File: config.mk
export PLATFORM = sky130hd
export DESIGN_NAME = rv32_instr_fetch
export DESIGN_NICKNAME = d
export VERILOG_FILES = /design/src/rtl/rv32_instr_fetch_pkg.sv /design/src/rtl/rv32_fetch_fifo.sv /design/src/rtl/rv32_instr_fetch.sv
export SDC_FILE = /design/constraint.sdc
export NUM_CORES = 1
export LEC_CHECK = 0
export CAP_MARGIN = 20
export CORE_MARGIN = 1.5
export CORE_UTILIZATION = 28
export CTS_CLUSTER_DIAMETER = 100
export DETAILED_ROUTE_END_ITERATION = 10
export DONT_BUFFER_PORTS = 1
export PLACE_DENSITY = 0.39
export REMOVE_ABC_BUFFERS = 1
export SLEW_MARGIN = 20
export SYNTH_ARGS = -nofsm -noshare
export SYNTH_HDL_FRONTEND = slang
export SYNTH_SLANG_ARGS = --single-unit
File: constraint.sdc
create_clock -name clk -period 7.5 [get_ports clk]
set_clock_uncertainty 0.2 [all_clocks]
set_input_delay 1.5 -clock clk [delete_from_list [all_inputs] [get_ports clk]]
set_output_delay 1.5 -clock clk [all_outputs]
set_load 0.01 [all_outputs]
File: src/rtl/rv32_instr_fetch_pkg.sv
// Shared types for the RV32 instruction fetch stage and its buffer.
package rv32_instr_fetch_pkg;

   typedef logic [31:0] instr_t;

   localparam instr_t NOP_INSTR = 32'h0000_0013;

   typedef struct packed {
      instr_t      instr;
      logic [31:0] pc;
      logic        fault;
   } fetch_entry_t;

   typedef enum logic [1:0] {
      FETCH   = 2'd0,
      WAIT    = 2'd1,
      DISCARD = 2'd2,
      HALT    = 2'd3
   } fetch_state_t;

   function automatic fetch_entry_t fault_entry(input logic [31:0] pc);
      fault_entry = '{instr: NOP_INSTR, pc: pc, fault: 1'b1};
   endfunction

endpackage

File: src/rtl/rv32_fetch_fifo.sv
// Small circular buffer between fetch and decode; flush beats push.
module rv32_fetch_fifo #(
   parameter int  DEPTH   = 2,
   parameter type entry_t = logic [31:0]
) (
   input  logic                     clk,
   input  logic                     rstn,
   input  logic                     push,
   input  entry_t                   push_data,
   input  logic                     pop,
   input  logic                     flush,
   output entry_t                   head,
   output logic                     full,
   output logic                     empty,
   output logic [$clog2(DEPTH):0]   count
);

   localparam int AW = $clog2(DEPTH);
   localparam int CW = AW + 1;

   entry_t        mem [DEPTH];
   logic [AW-1:0] rd_ptr;
   logic [AW-1:0] wr_ptr;
   logic          do_push;
   logic          do_pop;

   assign empty   = count == '0;
   assign full    = count == CW'(DEPTH);
   assign do_pop  = pop && !empty;
   // A full buffer can still take a push when the head leaves this cycle.
   assign do_push = push && (!full || do_pop);
   assign head    = mem[rd_ptr];

   always_ff @(posedge clk or negedge rstn) begin
      if (!rstn) begin
         rd_ptr <= '0;
         wr_ptr <= '0;
         count  <= '0;
      end else if (flush) begin
         rd_ptr <= '0;
         wr_ptr <= '0;
         count  <= '0;
      end else begin
         if (do_push) wr_ptr <= wr_ptr + 1'b1;
         if (do_pop)  rd_ptr <= rd_ptr + 1'b1;
         count <= count + CW'(do_push) - CW'(do_pop);
      end
   end

   always_ff @(posedge clk) begin
      if (!flush && do_push) mem[wr_ptr] <= push_data;
   end

endmodule

File: src/rtl/rv32_instr_fetch.sv
// RV32 fetch stage: PC, one-deep memory request tracking, decode buffer.
module rv32_instr_fetch
   import rv32_instr_fetch_pkg::*;
#(
   parameter logic [31:0] RESET_PC   = 32'h0000_0000,
   parameter int          FIFO_DEPTH = 2
) (
   input  logic        clk,
   input  logic        rstn,
   output logic        imem_req_valid,
   input  logic        imem_req_ready,
   output logic [31:0] imem_req_addr,
   input  logic        imem_rsp_valid,
   input  instr_t      imem_rsp_data,
   input  logic        imem_rsp_error,
   input  logic        redirect_valid,
   input  logic [31:0] redirect_pc,
   output logic        out_valid,
   input  logic        out_ready,
   output instr_t      out_instr,
   output logic [31:0] out_pc,
   output logic        out_fault
);

   localparam int CW = $clog2(FIFO_DEPTH) + 1;

   fetch_state_t state;
   fetch_state_t state_nx;
   logic [31:0]  pc;
   logic [31:0]  rq_pc;
   fetch_entry_t push_entry;
   fetch_entry_t head;
   logic [CW-1:0] count;
   logic [CW:0]  occ;
   logic         full;
   logic         empty;
   logic         push;
   logic         pop;
   logic         fire;
   logic         aligned;
   logic         busy;
   logic         rsp_take;
   logic         can_issue;

   assign aligned  = pc[1:0] == 2'b00;
   assign busy     = (state == WAIT) || (state == DISCARD);
   assign rsp_take = (state == WAIT) && imem_rsp_valid
                     && !redirect_valid;
   assign pop      = out_valid && out_ready;
   assign fire     = imem_req_valid && imem_req_ready;

   // Occupancy after this cycle's push/pop decides if a new word fits.
   assign occ = {1'b0, count} + (CW+1)'(rsp_take)
                - (CW+1)'(pop);

   assign can_issue = (state == FETCH)
                      || ((state == WAIT) && imem_rsp_valid
                          && !imem_rsp_error);

   assign imem_req_valid = rstn && can_issue && aligned
                           && !redirect_valid
                           && (occ < (CW+1)'(FIFO_DEPTH));
   assign imem_req_addr  = pc;

   always_comb begin
      push       = 1'b0;
      push_entry = '{instr: imem_rsp_data, pc: rq_pc, fault: 1'b0};
      if (rsp_take) begin
         push = 1'b1;
         if (imem_rsp_error) push_entry = fault_entry(rq_pc);
      end else if ((state == FETCH) && !aligned && !full
                   && !redirect_valid) begin
         push       = 1'b1;
         push_entry = fault_entry(pc);
      end
   end

   always_comb begin
      state_nx = state;
      if (redirect_valid) begin
         state_nx = (busy && !imem_rsp_valid) ? DISCARD : FETCH;
      end else begin
         unique case (state)
            FETCH: begin
               if (fire)                 state_nx = WAIT;
               else if (!aligned && !full) state_nx = HALT;
            end
            WAIT: begin
               if (imem_rsp_valid) begin
                  if (imem_rsp_error) state_nx = HALT;
                  else if (fire)      state_nx = WAIT;
                  else                state_nx = FETCH;
               end
            end
            DISCARD: begin
               if (imem_rsp_valid) state_nx = FETCH;
            end
            default: ;
         endcase
      end
   end

   always_ff @(posedge clk or negedge rstn) begin
      if (!rstn) begin
         state <= FETCH;
         pc    <= RESET_PC;
         rq_pc <= RESET_PC;
      end else begin
         state <= state_nx;
         if (redirect_valid) begin
            pc <= redirect_pc;
         end else if (fire) begin
            pc    <= pc + 32'd4;
            rq_pc <= pc;
         end
      end
   end

   rv32_fetch_fifo #(
      .DEPTH   (FIFO_DEPTH),
      .entry_t (fetch_entry_t)
   ) u_fifo (
      .clk       (clk),
      .rstn      (rstn),
      .push      (push),
      .push_data (push_entry),
      .pop       (pop),
      .flush     (redirect_valid),
      .head      (head),
      .full      (full),
      .empty     (empty),
      .count     (count)
   );

   assign out_valid = !empty && !redirect_valid;
   assign out_instr = empty ? NOP_INSTR : head.instr;
   assign out_pc    = empty ? 32'h0 : head.pc;
   assign out_fault = !empty && head.fault;

endmodule

---- Word level (Yosys, flattened, before mapping) ----
Memories as Yosys holds them, arrays and structs flattened.
Index checks and enable logic that the tools add are counted.
cells by class
  bitwise logic cells ..................... 1
  multiply operators ...................... 0
  div/mod/pow operators ................... 0
  add/sub/neg operators ................... 7
  reductions and logical operators ........ 37
  muxes and demuxes ....................... 25
  eq/ne operators ......................... 6
  $lt $le $gt $ge ......................... 1
  shift-type cells ........................ 0
operators with widths
  kind                                                                      count
  65-bit 2-to-1 mux                                                         3
  32-bit 2-to-1 mux                                                         4
  32-bit by 3-bit adder with 32-bit output (second input constant)          1
  1-bit logical AND                                                         19
  2-bit 2-to-1 mux                                                          8
  1-bit 2-to-1 mux                                                          9
  1-bit zero test                                                           6
  2-bit zero test                                                           3
  3-bit inequality test (second input constant)                             2
  2-bit case mux with 3 select lines                                        1
  2-bit nonzero test                                                        3
  2-bit == test (second input constant)                                     2
  4-bit by 3-bit inequality test with 1-bit output (second input constant)  1
  4-bit AND reduction                                                       1
  4-bit nonzero test                                                        1
  2-bit by 1-bit adder with 3-bit output                                    1
  1-bit logical OR                                                          3
  3-bit by 2-bit < comparator with 1-bit output (second input constant)     1
  3-bit by 1-bit subtractor with 3-bit output                               1
  1-bit adder (second input constant)                                       2
  2-bit by 1-bit adder with 2-bit output                                    1
  2-bit by 1-bit == test with 1-bit output (second input constant)          1
  2-bit AND reduction                                                       1
  2-bit by 1-bit subtractor with 2-bit output                               1
  1-bit inverter                                                            1
word-level totals
  RAM bits ................................ 130
  memories kept ........................... 1
  bits in read-only memories .............. 0
  latch bits .............................. 0
  output and inout bits ................... 99
  logic and storage cells ................. 84
  bits in registers ....................... 70
  input port bits ......................... 71
memories
  name        words  bits a word  rd ports  clocked after memory_dff  wr ports  RTL line               source
  u_fifo.mem  2      65           1         0                         1         rv32_fetch_fifo.sv:21  entry_t mem [DEPTH];

---- Logic depth before layout (Yosys ltp) ----
Gate-level depths: netlist (run 1).
  word-level depth ........................ 14
  mapped depth ............................ 15

---- Hierarchy ----
From an unflattened synthesis (run 1), not the netlist that was laid out.
second synthesis, totals
  cell total of the unflattened synthesis .. 701
  area, all modules ....................... 9539.1 sq um
modules (own cells, without submodules)
  module            times used  cells an instance  seq. area each (sq um)  area an instance (sq um)
  rv32_fetch_fifo   1           231                4003.8                  4969.8
  rv32_instr_fetch  1           470                1651.6                  4569.4

---- Least setup slack after synthesis (run 1) ----
Ideal clock, no wire load.
  path type ............................... input -> register
  start ................................... input port redirect_valid
  end ..................................... memory u_fifo.mem[0][0] in the netlist's numbering (enable)
  cell stages on the path ................. 5
  setup time .............................. 0.489 ns
  slack ................................... 1.988 ns
  arrival ................................. 4.823 ns
  cell sequence ........................... clkinv_1 -> and4_1 -> nand2b_1 -> o211ai_1 -> nor2_1
between the ends
  word-level cells in the longest chain between the ends .. 9
RTL lines
  what                                        RTL line                 source
  start: declaration                          rv32_instr_fetch.sv:16   input logic redirect_valid,
  1-bit zero test (*)                         n/a
  1-bit logical AND                           rv32_instr_fetch.sv:135  assign out_valid = !empty && !redirect_valid;
  1-bit logical AND                           rv32_instr_fetch.sv:49   assign pop = out_valid && out_ready;
  1-bit logical AND                           rv32_fetch_fifo.sv:29    assign do_pop = pop && !empty;
  1-bit logical OR                            rv32_fetch_fifo.sv:31    assign do_push = push && (!full || do_pop);
  1-bit logical AND                           rv32_fetch_fifo.sv:31
  1-bit logical AND (*)                       rv32_fetch_fifo.sv:51    if (!flush && do_push) mem[wr_ptr] <= push_data;
  1-bit 2-to-1 mux (*)                        rv32_fetch_fifo.sv:51
  1-bit 2-to-1 mux (implied by the code) (*)  rv32_fetch_fifo.sv:51
  end: declaration                            rv32_fetch_fifo.sv:21
Mark *: on every way between the ends. The rest lies on a longest branch, timed or not.

---- Worst setup path in the final report (run 1) ----
  start ................................... input port redirect_valid
  end ..................................... output port imem_req_valid
between the ends
  word-level cells in the longest chain between the ends .. 6
RTL lines
  what                                                                         RTL line                                                                 source
  1-bit zero test (*)                                                          rv32_instr_fetch.sv:48, rv32_instr_fetch.sv:61, rv32_instr_fetch.sv:135
  1-bit logical AND (on tied branches)                                         rv32_instr_fetch.sv:48, rv32_instr_fetch.sv:135
  2-bit by 1-bit adder with 3-bit output or 1-bit logical AND (tied branches)  rv32_instr_fetch.sv:53, rv32_instr_fetch.sv:49
  3-bit by 1-bit subtractor with 3-bit output                                  rv32_instr_fetch.sv:54                                                   - (CW+1)'(pop);
  3-bit by 2-bit < comparator with 1-bit output                                rv32_instr_fetch.sv:62                                                   && (occ < (CW+1)'(FIFO_DEPTH));
  1-bit logical AND (*)                                                        rv32_instr_fetch.sv:62
  end: declaration                                                             rv32_instr_fetch.sv:10                                                   output logic imem_req_valid,
Marked as above.

==> out/metrics.cfg, run 1 <==
[floorplanning]
io_pins=170
dieHeight_um=183
coreArea_mm2=0.0318
fp-row-count=65
die_w_um=183
start_util=0.287
die_area_mm2=0.0337

[logic_synthesis]
synth_most_common_cell=edfxtp_1
synth_area_per_cell_um2=11.9
synth_flop_cell=edfxtp_1
ys_seq_elements=200
synth_top_cells_by_count=130 x edfxtp_1, 120 x nand2_1, 77 x nor2_1, 70 x dfrtp_1, 66 x mux2i_1
synth_area_leaders=edfxtp_1 43%, dfrtp_1 19%, mux2i_1 7.2%
ys_warn_count=0
synth_cell_types=58
synthArstFlopShare=0.350
synth-edff-count=130
seq_area_frac_synth=0.620
syn-instance-count=766
synth_area_leader_cell=edfxtp_1
synth_top_area_share=0.428
synth_area_mm2=0.00912

[critical_path]
critPathLaunchType=primary input
crit_chain=nor2_1 -> and2_1 -> ha_1 -> or3_1 -> fa_1 -> xor2_1 -> nor4_1
cp-end-kind=output pin
max_stage_delay_ps=610
required_ps=5800
worst-path-max-fanout=48
cp_slowest_cell=nor4_1
critical_path_class=in -> out
critical_path_arrival_ps=3760

[layout]
fin_area_mm2=0.0102
fin_cells=1200
areaGrowthSynthToFinish_pct=11.7
nets=830
final_layout_size_suffix_gt1_frac=0.116

[outcome]
status=finished clean

[clock_network]
clockBufferDepth=2
postCtsHoldBufs=0
cts-resized-gates=0
numCtsBuffers=17
ctsRootBufferMaster=clkbuf_16
clk_latency_ps=440
cts_tree=yes
cts_sinks=200
cts_setup_buffers=0
htree_levels=4
clkTransAtPathRegs_ps=80

[global_routing]
grtUsageTotal=0.144
grt_pass1_wl_um=36300
antenna_found_initial=1
grt_max_degree=73
grt_pass1_vias=5957
grt_overflow_total=0

[routing]
via_per_inst=4.78
route.detailed.drc=0
ant_nets=0
avgRoutedWirePerCell_um=19.7
first_pass_iters=4
num_vias=5740
drt_wl_total_um=23700
drtIter0Drc=410

[placed_design]
port_buffers=0
place_congestion=0.746
dp_hpwl_um=15300
place_worst_setup_slack_ps=2000
placed_area_mm2=0.00958
dpl.cell_count=1167

[power_and_ir_drop]
p_int_uw=2180
pwr-share-clk=0.289
peakVddDrop_uv=129
p_seq_frac=0.471
power_frac_comb=0.240
p_per_area_mw_per_mm2=324
p_switching_uw=1120
p_leak_uw=0.00366
swShare=0.339

[sta]
post-route-period-util=0.728
min_period_ps=5460
slew_headroom=0.293
finalSetupTns_ps=0
tightest_slew_ps=1060
finalHoldViolCount=0
setup_viol=0
rsz0062_at_grt=no
slew_violations=0
fmax_mhz=183
fin_ws_ps=2040

[min_path]
hold_path.class=reg -> reg

[run]
cap_violations=0

## registers in the layout, indices dropped and copies added (netlist names)
register and cells:
imem_req_addr 32, rq_pc 32, state 2, u_fifo.count 2, u_fifo.mem 130, u_fifo.rd_ptr 1
u_fifo.wr_ptr 1
## cells by family after synthesis
logic type               after synthesis  synth area share
AND/OR/NAND/NOR                      307             0.159
buffers and inverters                 57            0.0270
multiplexers                          95             0.108
AO/OA/AOI/OAI                         91            0.0663
adder cells (fa/ha/maj)                8            0.0118
XOR/XNOR                               8           0.00768
flip-flops                           200             0.620
## layer usage
metal  up-vias  routed length [um]  global-route usage
met1      2844               10400               0.184
met3        12                1850              0.0458
met4         0                 184              0.0331
met2       170               11300               0.237
li1       2714                   -                   -
met5         -                   0                   0
## power by group through the flow
stage | Clock (uW) | Combinational (uW) | Sequential (uW)
detailed placement | 0 | 819 | 1580
floorplan | 0 | 601 | 1560
global route | 1030 | 899 | 1580
global placement | 0 | 793 | 1570
CTS | 985 | 823 | 1550
finish | 952 | 793 | 1550
## path summary, 6_finish.rpt
path / startpoint / to / slack (ps) / depth (start not counted)
setup / recovery: redirect_valid / imem_req_valid / 2040 / 7
hold / removal: rq_pc[6] / rq_pc[6] / 280 / 2
setup reg to reg: u_fifo.count[1] / imem_req_addr[29] / 2850 / 11
hold reg to reg: rq_pc[6] / rq_pc[6] / 280 / 2
max in group asynchronous: rstn / u_fifo.rd_ptr / 6380 / 0
min in group asynchronous: rstn / rq_pc[30] / 540 / 0
## layout make-up
cell class,instances,area (um^2)
Sequential cell,200,5660
Inverter,15,56.3
Timing Repair Buffer,8,60.1
Multi-Input combinational cell,509,3260
Clock buffer,17,425
Fill cell,3211,21600
Clock inverter,15,178
Tap cell,435,544
Antenna cell,1,2.50
## worst max-delay path, delay by kind of cell
kind / cells / cell delay, ps
xor+xnor: 1 / 180
simple gates: 4 / 1470
fa+ha+maj: 2 / 600
## stage by stage
stage	utilization	total power [uW]	hold slack, ps
6_report	0.320	3300	278
5_1_grt	0.320	3500	304
4_1_cts	0.320	3360	282
3_5_place_dp	0.301	2400	258
3_3_place_gp	0.301	2360	255
2_1_floorplan	-	2160	240
## cells in the final DEF (no fill, tap or decap), drive strengths merged, types with 4 or more instances in the layout
| cell type | synthesis | layout |
|---|---|---|
| edfxtp | 130 | 130 |
| nand2 | 120 | 120 |
| nor2 | 77 | 77 |
| dfrtp | 70 | 70 |
| mux2i | 66 | 66 |
| o21ai | 38 | 38 |
| and2 | 35 | 35 |
| mux2 | 29 | 29 |
| inv | 14 | 23 |
| clkbuf | 28 | 17 |
| nand3 | 15 | 15 |
| nor3 | 11 | 11 |
| nor4 | 9 | 9 |
| or4 | 9 | 9 |
| nand2b | 8 | 8 |
| o211ai | 8 | 8 |
| a21oi | 8 | 8 |
| buf | 13 | 8 |
| a221o | 8 | 8 |
| a21o | 7 | 7 |
| ha | 7 | 7 |
| nand4 | 5 | 5 |
| xor2 | 4 | 4 |
| xnor2 | 4 | 4 |
| a22oi | 4 | 4 |
| or3 | 4 | 4 |
| clkinv | 1 | 4 |
Note: power is estimated with default switching activity, not from simulation.
==> run 2, diff against run 1 <==
PLACE_DENSITY = 0.41   (was 0.39)
clock period = 4.8 ns   (was 7.5 ns; I/O delays follow)
==> out/metrics.cfg, run 2 (same netlist as run 1, synthesis figures left out) <==
[layout]
final_core_util=0.325  ; +0.00476
final_cell_mix=130 x edfxtp_1, 118 x nand2_1, 73 x nor2_1, 69 x dfrtp_1, 66 x mux2i_1
areaGrowthSynthToFinish_pct=13.3
fin_area_mm2=0.0103  ; +1.5%
largest_register=u_fifo.mem
nFillCells=3199  ; -0.37%
largest_reg_flops=130  ; unchanged
nets=845  ; +1.8%
final_common_cell=edfxtp_1
fin_cells=1216  ; +1.3%
final_layout_size_suffix_gt1_frac=0.130  ; +0.0132

[sta]
whs_ps=147  ; -131 ps
fin_ws_ps=552  ; -1490 ps
min_period_ps=4250
slew_violations=0  ; unchanged
post-route-period-util=0.885
slew_headroom=0.351  ; +0.0575
finalHoldViolCount=0  ; unchanged
setup_viol=0  ; unchanged
fmax_mhz=235
tightest_slew_ps=971  ; -86.0 ps
rsz0062_at_grt=no

[global_routing]
grt_max_degree=63  ; -14%
grtUsageTotal=0.143  ; -0.00103
grt_overflow_total=0  ; unchanged
grt_pass1_wl_um=36000  ; -0.76%
antenna_found_initial=2  ; +1
grt_pass1_vias=5904  ; -0.89%

[outcome]
status=finished clean

[clock_network]
numCtsBuffers=17  ; unchanged
cts_tree=yes
clockBufferDepth=2  ; unchanged
clk_latency_ps=430  ; about the same
ctsRootBufferMaster=clkbuf_16
htree_levels=4  ; unchanged
cts_sinks=200  ; unchanged
clkTransAtPathRegs_ps=70  ; about the same

[placed_design]
dpl.cell_count=1178  ; +0.94%
place_worst_setup_slack_ps=324  ; -1680 ps
placed_area_mm2=0.00967  ; +0.99%
port_buffers=0  ; unchanged
place_congestion=0.757  ; +1.4%
dp_hpwl_um=15700  ; +2.0%

[floorplanning]
dieHeight_um=183  ; unchanged
fp-row-count=65  ; unchanged
coreArea_mm2=0.0318  ; unchanged
die_w_um=183  ; unchanged
io_pins=170  ; unchanged
start_util=0.287  ; unchanged
die_area_mm2=0.0337  ; unchanged

[power_and_ir_drop]
peakVddDrop_uv=274  ; +110%
p_leak_uw=0.00375  ; +2.3%
p_per_area_mw_per_mm2=498  ; +54%

[routing]
avgRoutedWirePerCell_um=19.6  ; -0.82%
route.detailed.drc=0  ; unchanged
first_pass_iters=5  ; +1
drt_wl_total_um=23800  ; +0.50%
num_vias=5777  ; +0.64%
drtIter0Drc=250  ; -39%
ant_nets=0  ; unchanged
via_per_inst=4.75  ; -0.68%

[critical_path]
critical_path_class=reg -> out
required_ps=3640  ; -2160 ps
rr_worst_depth=12  ; +1
critPathLaunchType=flip-flop
critical_path_arrival_ps=3090  ; -670 ps
worst-path-max-fanout=9  ; -81%
cp-end-kind=output pin

[min_path]
hold_path.class=in -> async

[run]
cap_violations=0  ; unchanged

run 2: cell count changes in the layout (fill, tap and decap cells not counted), sizes merged, moves of 2 or more:
| cell | previous run | this run |
|---|---|---|
| buf | 8 | 21 |
| inv | 23 | 19 |
| clkbuf | 17 | 20 |
| clkinv | 4 | 6 |
| dlygate4sd3 | 0 | 2 |
run 2: area by class of cell:
type | count | area, um^2 | area share
clock buffer | 20 | 468 | 0.0453
tap | 435 | 544 | 0.0527
inverter | 15 | 56.3 | 0.00545
multi-input combinational | 509 | 3260 | 0.315
clock inverter | 12 | 129 | 0.0125
antenna | 2 | 5.00 | 0.000484
sequential | 200 | 5660 | 0.548
timing repair buffer | 23 | 215 | 0.0208
run 2: metrics by stage:
step | setup TNS [ps] | power, uW
3_3_place_gp | 0 | 3710
4_1_cts | 0 | 5240
3_5_place_dp | 0 | 3760
2_1_floorplan | -128520 | 3370
5_1_grt | 0 | 5470
6_report | 0 | 5150
run 2: report_power, final:
part           leakage, uW  total [uW]  internal, uW  switching [uW]
Clock             0.000292        1450           779             672
Sequential         0.00208        2410          2210             199
Combinational      0.00137        1290           460             829
run 2: repair_timing:
action | CTS | global route
gates resized for setup | 0 | 0
hold buffers | 3 | 1
setup buffers | 0 | 0
endpoints found under the hold margin | 36 | 6
run 2: per-layer routing:
layer / vias to the layer above / routed length (um) / GRT usage
met2: 164 / 11500 / 0.240
met3: 14 / 1460 / 0.0416
met5: - / 0 / 0
met4: 0 / 279 / 0.0407
met1: 2856 / 10500 / 0.177
li1: 2743 / - / -
run 2: path summary, 6_finish.rpt:
check	startpoint	end	slack (ps)
worst max-delay path	u_fifo.count[1]	imem_req_valid	550
worst min-delay path	rstn	imem_req_addr[28]	150
worst max register to register	u_fifo.count[1]	imem_req_addr[27]	630
worst min register to register	rq_pc[10]	rq_pc[10]	280
max in group asynchronous	rstn	imem_req_addr[18]	3400
min in group clk	rq_pc[10]	rq_pc[10]	280
run 2: critical path: stages, from the launching register on:
cell	delay, ps
dfrtp_1	520
nor2_4	170
nor2_1	60
and2_1	150
ha_1	260
or3_1	360
fa_1	390
xor2_1	180
nor4_1	380
buf_4	200
